$ cat config.mk
export PLATFORM = sky130hd
export DESIGN_NAME = mem_arbiter_ctrl
export DESIGN_NICKNAME = d
export VERILOG_FILES = /design/src/rtl/mem_arb_pkg.sv /design/src/rtl/mem_arb_prio.sv /design/src/rtl/mem_arbiter_ctrl.sv
export SDC_FILE = /design/constraint.sdc
export NUM_CORES = 1
export LEC_CHECK = 0
export BUFFER_PORTS_ARGS = -buffer_cell sky130_fd_sc_hd__buf_4
export CELL_PAD_IN_SITES_DETAIL_PLACEMENT = 1
export CELL_PAD_IN_SITES_GLOBAL_PLACEMENT = 1
export CORE_AREA = 2 2 122 124
export CTS_CLUSTER_DIAMETER = 200
export CTS_CLUSTER_SIZE = 25
export DETAILED_ROUTE_END_ITERATION = 16
export DIE_AREA = 0 0 124 126
export GPL_TIMING_DRIVEN = 0
export PLACE_DENSITY_LB_ADDON = 0.1
export SETUP_SLACK_MARGIN = 0.4
export SLEW_MARGIN = 10
export SYNTH_ARGS = -nofsm -noshare
export SYNTH_HDL_FRONTEND = slang
export SYNTH_SLANG_ARGS = --single-unit
$ cat constraint.sdc
create_clock -name i_clk -period 1.7 [get_ports i_clk]
set_clock_uncertainty 0.2 [all_clocks]
set_input_delay 0.085 -clock i_clk [delete_from_list [all_inputs] [get_ports i_clk]]
set_output_delay 0.085 -clock i_clk [all_outputs]
set_load 0.1 [all_outputs]
$ cat src/rtl/mem_arb_pkg.sv
// Shared types and helpers for the unified-memory arbiter: FSM states, read-owner tags,
// grant bit positions and byte-to-word address conversion.
package mem_arb_pkg;

    typedef enum logic {
        BOOT = 1'b0,
        RUN  = 1'b1
    } state_t;

    typedef enum logic [1:0] {
        OWN_NONE = 2'd0,
        OWN_IF   = 2'd1,
        OWN_DM   = 2'd2
    } owner_t;

    localparam int GNT_IF = 0;
    localparam int GNT_DM = 1;
    localparam int GNT_LD = 2;
    localparam int N_REQ  = 3;

    // Drops the byte offset; callers keep only the low word-address bits the macro decodes.
    function automatic logic [31:0] word_addr(input logic [31:0] byte_addr);
        return {2'b00, byte_addr[31:2]};
    endfunction

    function automatic logic misaligned(input logic [1:0] byte_lsb);
        return |byte_lsb;
    endfunction

endpackage

$ cat src/rtl/mem_arb_prio.sv
// Combinational one-hot grant picker; zero latency, no state.
// Boot grants only the loader; run grants data over fetch unless fetch has starved.
module mem_arb_prio
    import mem_arb_pkg::*;
(
    input  logic             i_if_req,
    input  logic             i_dm_req,
    input  logic             i_ld_req,
    input  state_t           i_state,
    input  logic             i_starve_hit,
    output logic [N_REQ-1:0] o_gnt
);

    always_comb begin
        o_gnt = '0;
        if (i_state == BOOT) begin
            o_gnt[GNT_LD] = i_ld_req;
        end else if (i_starve_hit && i_if_req) begin
            o_gnt[GNT_IF] = 1'b1;
        end else if (i_dm_req) begin
            o_gnt[GNT_DM] = 1'b1;
        end else if (i_if_req) begin
            o_gnt[GNT_IF] = 1'b1;
        end
    end

endmodule

$ cat src/rtl/mem_arbiter_ctrl.sv
// Shares one single-port word memory between CPU fetch, CPU data and a boot loader; grants same cycle,
// read data returns one cycle after grant. Losers are held off by withholding gnt and raising cpu_stall.
module mem_arbiter_ctrl
    import mem_arb_pkg::*;
#(
    parameter int ADDR_W     = 32,
    parameter int DATA_W     = 32,
    parameter int MEM_AW     = 10,
    parameter int STARVE_MAX = 4
) (
    input  logic              i_clk,
    input  logic              i_rst_n,
    input  logic              i_if_req,
    input  logic [ADDR_W-1:0] i_if_addr,
    output logic              o_if_gnt,
    output logic              o_if_rvalid,
    output logic [DATA_W-1:0] o_if_rdata,
    input  logic              i_dm_req,
    input  logic              i_dm_we,
    input  logic [ADDR_W-1:0] i_dm_addr,
    input  logic [DATA_W-1:0] i_dm_wdata,
    output logic              o_dm_gnt,
    output logic              o_dm_rvalid,
    output logic [DATA_W-1:0] o_dm_rdata,
    input  logic              i_ld_req,
    input  logic [ADDR_W-1:0] i_ld_addr,
    input  logic [DATA_W-1:0] i_ld_wdata,
    input  logic              i_ld_done,
    output logic              o_ld_gnt,
    output logic              o_mem_en,
    output logic              o_mem_we,
    output logic [MEM_AW-1:0] o_mem_addr,
    output logic [DATA_W-1:0] o_mem_wdata,
    input  logic [DATA_W-1:0] i_mem_rdata,
    output logic              o_cpu_stall,
    output logic              o_run,
    output logic              o_err
);

    localparam int              SW         = $clog2(STARVE_MAX + 1);
    localparam logic [SW-1:0]   STARVE_LIM = SW'(STARVE_MAX);

    state_t            r_state;
    state_t            w_state_nxt;
    owner_t            r_owner;
    owner_t            w_owner_nxt;
    logic [SW-1:0]     r_starve;
    logic [SW-1:0]     w_starve_nxt;
    logic              r_err;
    logic              w_err_nxt;

    logic              w_starve_hit;
    logic [N_REQ-1:0]  w_pick;
    logic [N_REQ-1:0]  w_gnt;
    logic              w_if_gnt;
    logic              w_dm_gnt;
    logic              w_ld_gnt;
    logic              w_misalign;
    logic              w_if_rv;
    logic              w_dm_rv;
    logic [MEM_AW-1:0] w_if_waddr;
    logic [MEM_AW-1:0] w_dm_waddr;
    logic [MEM_AW-1:0] w_ld_waddr;

    assign w_if_waddr   = MEM_AW'(word_addr(32'(i_if_addr)));
    assign w_dm_waddr   = MEM_AW'(word_addr(32'(i_dm_addr)));
    assign w_ld_waddr   = MEM_AW'(word_addr(32'(i_ld_addr)));
    assign w_starve_hit = (r_starve == STARVE_LIM);

    mem_arb_prio u_prio (
        .i_if_req     (i_if_req),
        .i_dm_req     (i_dm_req),
        .i_ld_req     (i_ld_req),
        .i_state      (r_state),
        .i_starve_hit (w_starve_hit),
        .o_gnt        (w_pick)
    );

    // Reset is synchronous, so registered state is stale during the reset cycle; mask everything it drives.
    assign w_gnt    = i_rst_n ? w_pick : '0;
    assign w_if_gnt = w_gnt[GNT_IF];
    assign w_dm_gnt = w_gnt[GNT_DM];
    assign w_ld_gnt = w_gnt[GNT_LD];

    always_comb begin
        o_mem_en    = 1'b0;
        o_mem_we    = 1'b0;
        o_mem_addr  = '0;
        o_mem_wdata = '0;
        w_misalign  = 1'b0;
        if (w_ld_gnt) begin
            o_mem_en    = 1'b1;
            o_mem_we    = 1'b1;
            o_mem_addr  = w_ld_waddr;
            o_mem_wdata = i_ld_wdata;
            w_misalign  = misaligned(i_ld_addr[1:0]);
        end else if (w_dm_gnt) begin
            o_mem_en    = 1'b1;
            o_mem_we    = i_dm_we;
            o_mem_addr  = w_dm_waddr;
            o_mem_wdata = i_dm_we ? i_dm_wdata : '0;
            w_misalign  = misaligned(i_dm_addr[1:0]);
        end else if (w_if_gnt) begin
            o_mem_en    = 1'b1;
            o_mem_addr  = w_if_waddr;
            w_misalign  = misaligned(i_if_addr[1:0]);
        end
    end

    always_comb begin
        w_state_nxt = r_state;
        if ((r_state == BOOT) && i_ld_done) begin
            w_state_nxt = RUN;
        end

        w_owner_nxt = OWN_NONE;
        if (w_dm_gnt && !i_dm_we) begin
            w_owner_nxt = OWN_DM;
        end else if (w_if_gnt) begin
            w_owner_nxt = OWN_IF;
        end

        // Counts consecutive cycles a pending fetch was refused; any fetch grant or idle fetch restarts it.
        w_starve_nxt = '0;
        if (i_if_req && !w_if_gnt) begin
            w_starve_nxt = w_starve_hit ? r_starve : r_starve + SW'(1);
        end

        w_err_nxt = r_err | w_misalign | ((r_state == RUN) & i_ld_req);
    end

    always_ff @(posedge i_clk) begin
        if (!i_rst_n) begin
            r_state  <= BOOT;
            r_owner  <= OWN_NONE;
            r_starve <= '0;
            r_err    <= 1'b0;
        end else begin
            r_state  <= w_state_nxt;
            r_owner  <= w_owner_nxt;
            r_starve <= w_starve_nxt;
            r_err    <= w_err_nxt;
        end
    end

    assign w_if_rv     = i_rst_n && (r_owner == OWN_IF);
    assign w_dm_rv     = i_rst_n && (r_owner == OWN_DM);

    assign o_if_gnt    = w_if_gnt;
    assign o_dm_gnt    = w_dm_gnt;
    assign o_ld_gnt    = w_ld_gnt;
    assign o_if_rvalid = w_if_rv;
    assign o_dm_rvalid = w_dm_rv;
    assign o_if_rdata  = w_if_rv ? i_mem_rdata : '0;
    assign o_dm_rdata  = w_dm_rv ? i_mem_rdata : '0;
    assign o_run       = i_rst_n && (r_state == RUN);
    assign o_err       = i_rst_n && r_err;
    assign o_cpu_stall = !i_rst_n || (r_state == BOOT) ||
                         (i_if_req && !w_if_gnt) || (i_dm_req && !w_dm_gnt);

endmodule

==> impl_results.md <==
- Status: complete, but fails checks
- Violated checks: negative hold slack, negative setup slack
- Final Cycle Share: 1.252
- FF+latch area: 148.9 um^2
- Detail Route Antenna Nets: 0
- Antenna cells: 0
- CP endpoint kind: primary output
- Initial Util: 0.09659
- TritonCTS clock tree: built
- Root Buffer: clkbuf_16
- Commonest non-fill, non-tap cell in the layout: buf_4
- Layout cells sized above 1: 0.9242
- Synth area leaders: and2_1 33%, a22o_1 20%, dfxtp_1 10%
- Seq/Total Area, Yosys: 0.1014
- Row count: 44
- Post-synth top flop: dfxtp_1
- Fmax: 0.4697 GHz
- Number of synthesized flops with an enable pin: 0
- Post-Syn Nets: 381
- Syn. warnings: 0
- Multi-input combinational cell area: 0.001738 mm^2
- Final hold viol count: 1
- Pins Over Slew Limit: 0
- Power Dens Cells: 328.9 mW/mm^2
- Crit Path Category: reg2out
- Initial antenna violation count: 0
- Placed cells: 617
- Worst Path Required: 1.41 ns
- Max cap viols: 0
- Die Y: 126 um
- Min Clock Period, post-route: 2.129 ns
- Initial detailed-routing violation count: 34
- Mux cell area share after synthesis: 0
- Die area: 0.01562 mm^2
- Largest net degree at the start of global routing: 11
- Drt drc: 0
- DR vias: 2,660
- Post-Syn Area: 0.001383 mm^2
- Clk_lat worst skew: 0.23 ns
- Synth Register Bits: 7
- Core area: 0.01431 mm^2
- Arr. time, crit path: 1.84 ns
- Post-synthesis cell type count: 32
- Synth Area in Compound Gates: 0.3240
- Post-Synth XOR/XNOR Area: 0.006335
- Measured slew at the worst slew-check pin: 0.3263 ns
- First-pass GRT wire length: 16,730 um
- Wire per inst: 17.66 um
- Main combinational cell family by area after synthesis: simple AND/OR/NAND/NOR gates
- CP Max Fanout: 5
- Final setup fails: 46
- Leakage: 2.922 nW
- Ys async rst share: 0
- Final instance count without filler cells: 659
- H-Tree Depth: 1
- Longest Clk Path Bufs: 2
- Hold Slack: -0.02408 ns
- Via-to-Cell Ratio: 4.036
- GRT Residual Overflow: 0
- Filler cell count: 1,469
- Final GP Congestion: 0.6958
- RSZ-0062 raised after global routing: yes
- Setup tns final: -17.41 ns
- Mapped Cells: 180
- Slew HR: 0.7802
- Syn Area/Cell: 7.681 um^2
- Port-buffer cells: 253
- Simple-gate area share of the yosys netlist: 0.4543
- Hold Path Class: in2reg
- Critical Path Source Type: flip-flop
- CTS buffer count: 3
- Most frequent cells in the layout: 151 x buf_4, 121 x buf_12, 65 x and2_4
- Clk sinks: 7
- Synth Area in Adders: 0.01810
- DIE WIDTH: 124 um
- Top Ports: 315
- Yosys top cell area share: 0.3303
- Vias in the first global route: 3,054
- GRT Resource Usage Total: 0.1371
- Peak VDD IR: 0.1970 mV
- Final worst slack: -0.4289 ns
- Pre-Repair DR Iteration Count: 3
- Core Util, Final: 0.4447
- Routed wire length: 11,640 um
- Nets: 677
- Biggest area consumer among synthesized cells: and2_1
- Clock slew at reported path FFs: 0.04 ns
- Final HPWL from detailed placement: 8761 um
- Area Growth Syn to Fin: 360.4%
[stage by stage]
stage / power (mW) / hold WS [ns] / cell area [um^2] / worst slack [ns]
finish: 2.093 / -0.02408 / 6365 / -0.4289
global route: 2.170 / 0.003160 / 6365 / -0.4895
CTS: 2.087 / -0.02632 / 6135 / -0.4640
detailed placement: 1.397 / 0.07180 / 4245 / -0.4411
global placement: 1.387 / 0.07278 / 4245 / -0.4191
floorplan: 0.9739 / -0.04316 / 2116 / -0.1836
[worst paths after layout]
check,from,endpoint,slack [ns],cells past startpoint
setup reg to reg,r_starve[0]$_SDFFE_PN0P_,r_err$_SDFF_PN0_,0.02,6
hold / removal,i_if_addr[0],r_err$_SDFF_PN0_,-0.02,3
hold reg to reg,r_err$_SDFF_PN0_,r_err$_SDFF_PN0_,0.37,2
setup / recovery,r_starve[0]$_SDFFE_PN0P_,o_mem_addr[7],-0.43,7
[power by group]
group          internal [mW]  switching, mW
Clock                  0.312         0.0900
Sequential             0.173        0.00586
Combinational          0.699          0.813
Total                   1.18          0.909
[sequential cells by signal, summed over array words and instances (netlist names)]
register and count:
r_err 1, r_owner 2, r_starve 3, r_state 1
[repair_timing]
item                                    CTS  global route
buffers inserted                         17             6
pin swaps                                40            22
endpoints found under the hold margin     4             0
hold buffers                              4             0
cloned                                    5             6
gates resized for setup                 371            13
endpoints found under the setup margin  119           121
[worst max-delay path, stage by stage, from the launching register on]
cell	delay, ns
dfxtp_2	0.32
inv_2	0.05
ha_4	0.16
a21bo_4	0.21
and3_4	0.18
buf_12	0.14
a221o_4	0.36
buf_12	0.17
[cells by family (layout without fill, tap and decap cells)]
family          after synthesis  after routing
simple gates                100            100
compound gates               51             51
buf+inv                      19            314
flops                         7              7
fa+ha+maj                     2              2
xor+xnor                      1              1
[routing by layer]
layer,up-vias,routed length (um),global-route usage
met5,-,0,0
met4,0,121,0.02512
met3,8,1590,0.05842
met2,184,6435,0.2708
met1,1228,3489,0.1291
li1,1240,-,-
[synthesized netlist by cell type, types with 2 or more instances]
cell type and number:
nand2_1 6, inv_1 2, a221o_1 11, nand2b_1 2
and2_1 73, buf_4 4, or2_2 2, nand3_1 2
buf_6 6, clkbuf_1 6, and2_0 3, o21ai_0 2
a22o_1 32, ha_1 2, dfxtp_1 7, nor3_1 2
nor2_1 2, and3b_1 2
[final cells by class]
type	count	area share
tap	184	0.03617
sequential	7	0.02339
timing repair buffer	291	0.6059
inverter	2	0.001179
multi-input combinational	154	0.2730
buffer	17	0.04797
clock buffer	4	0.01238
Note: power is estimated with default switching activity, not from simulation.
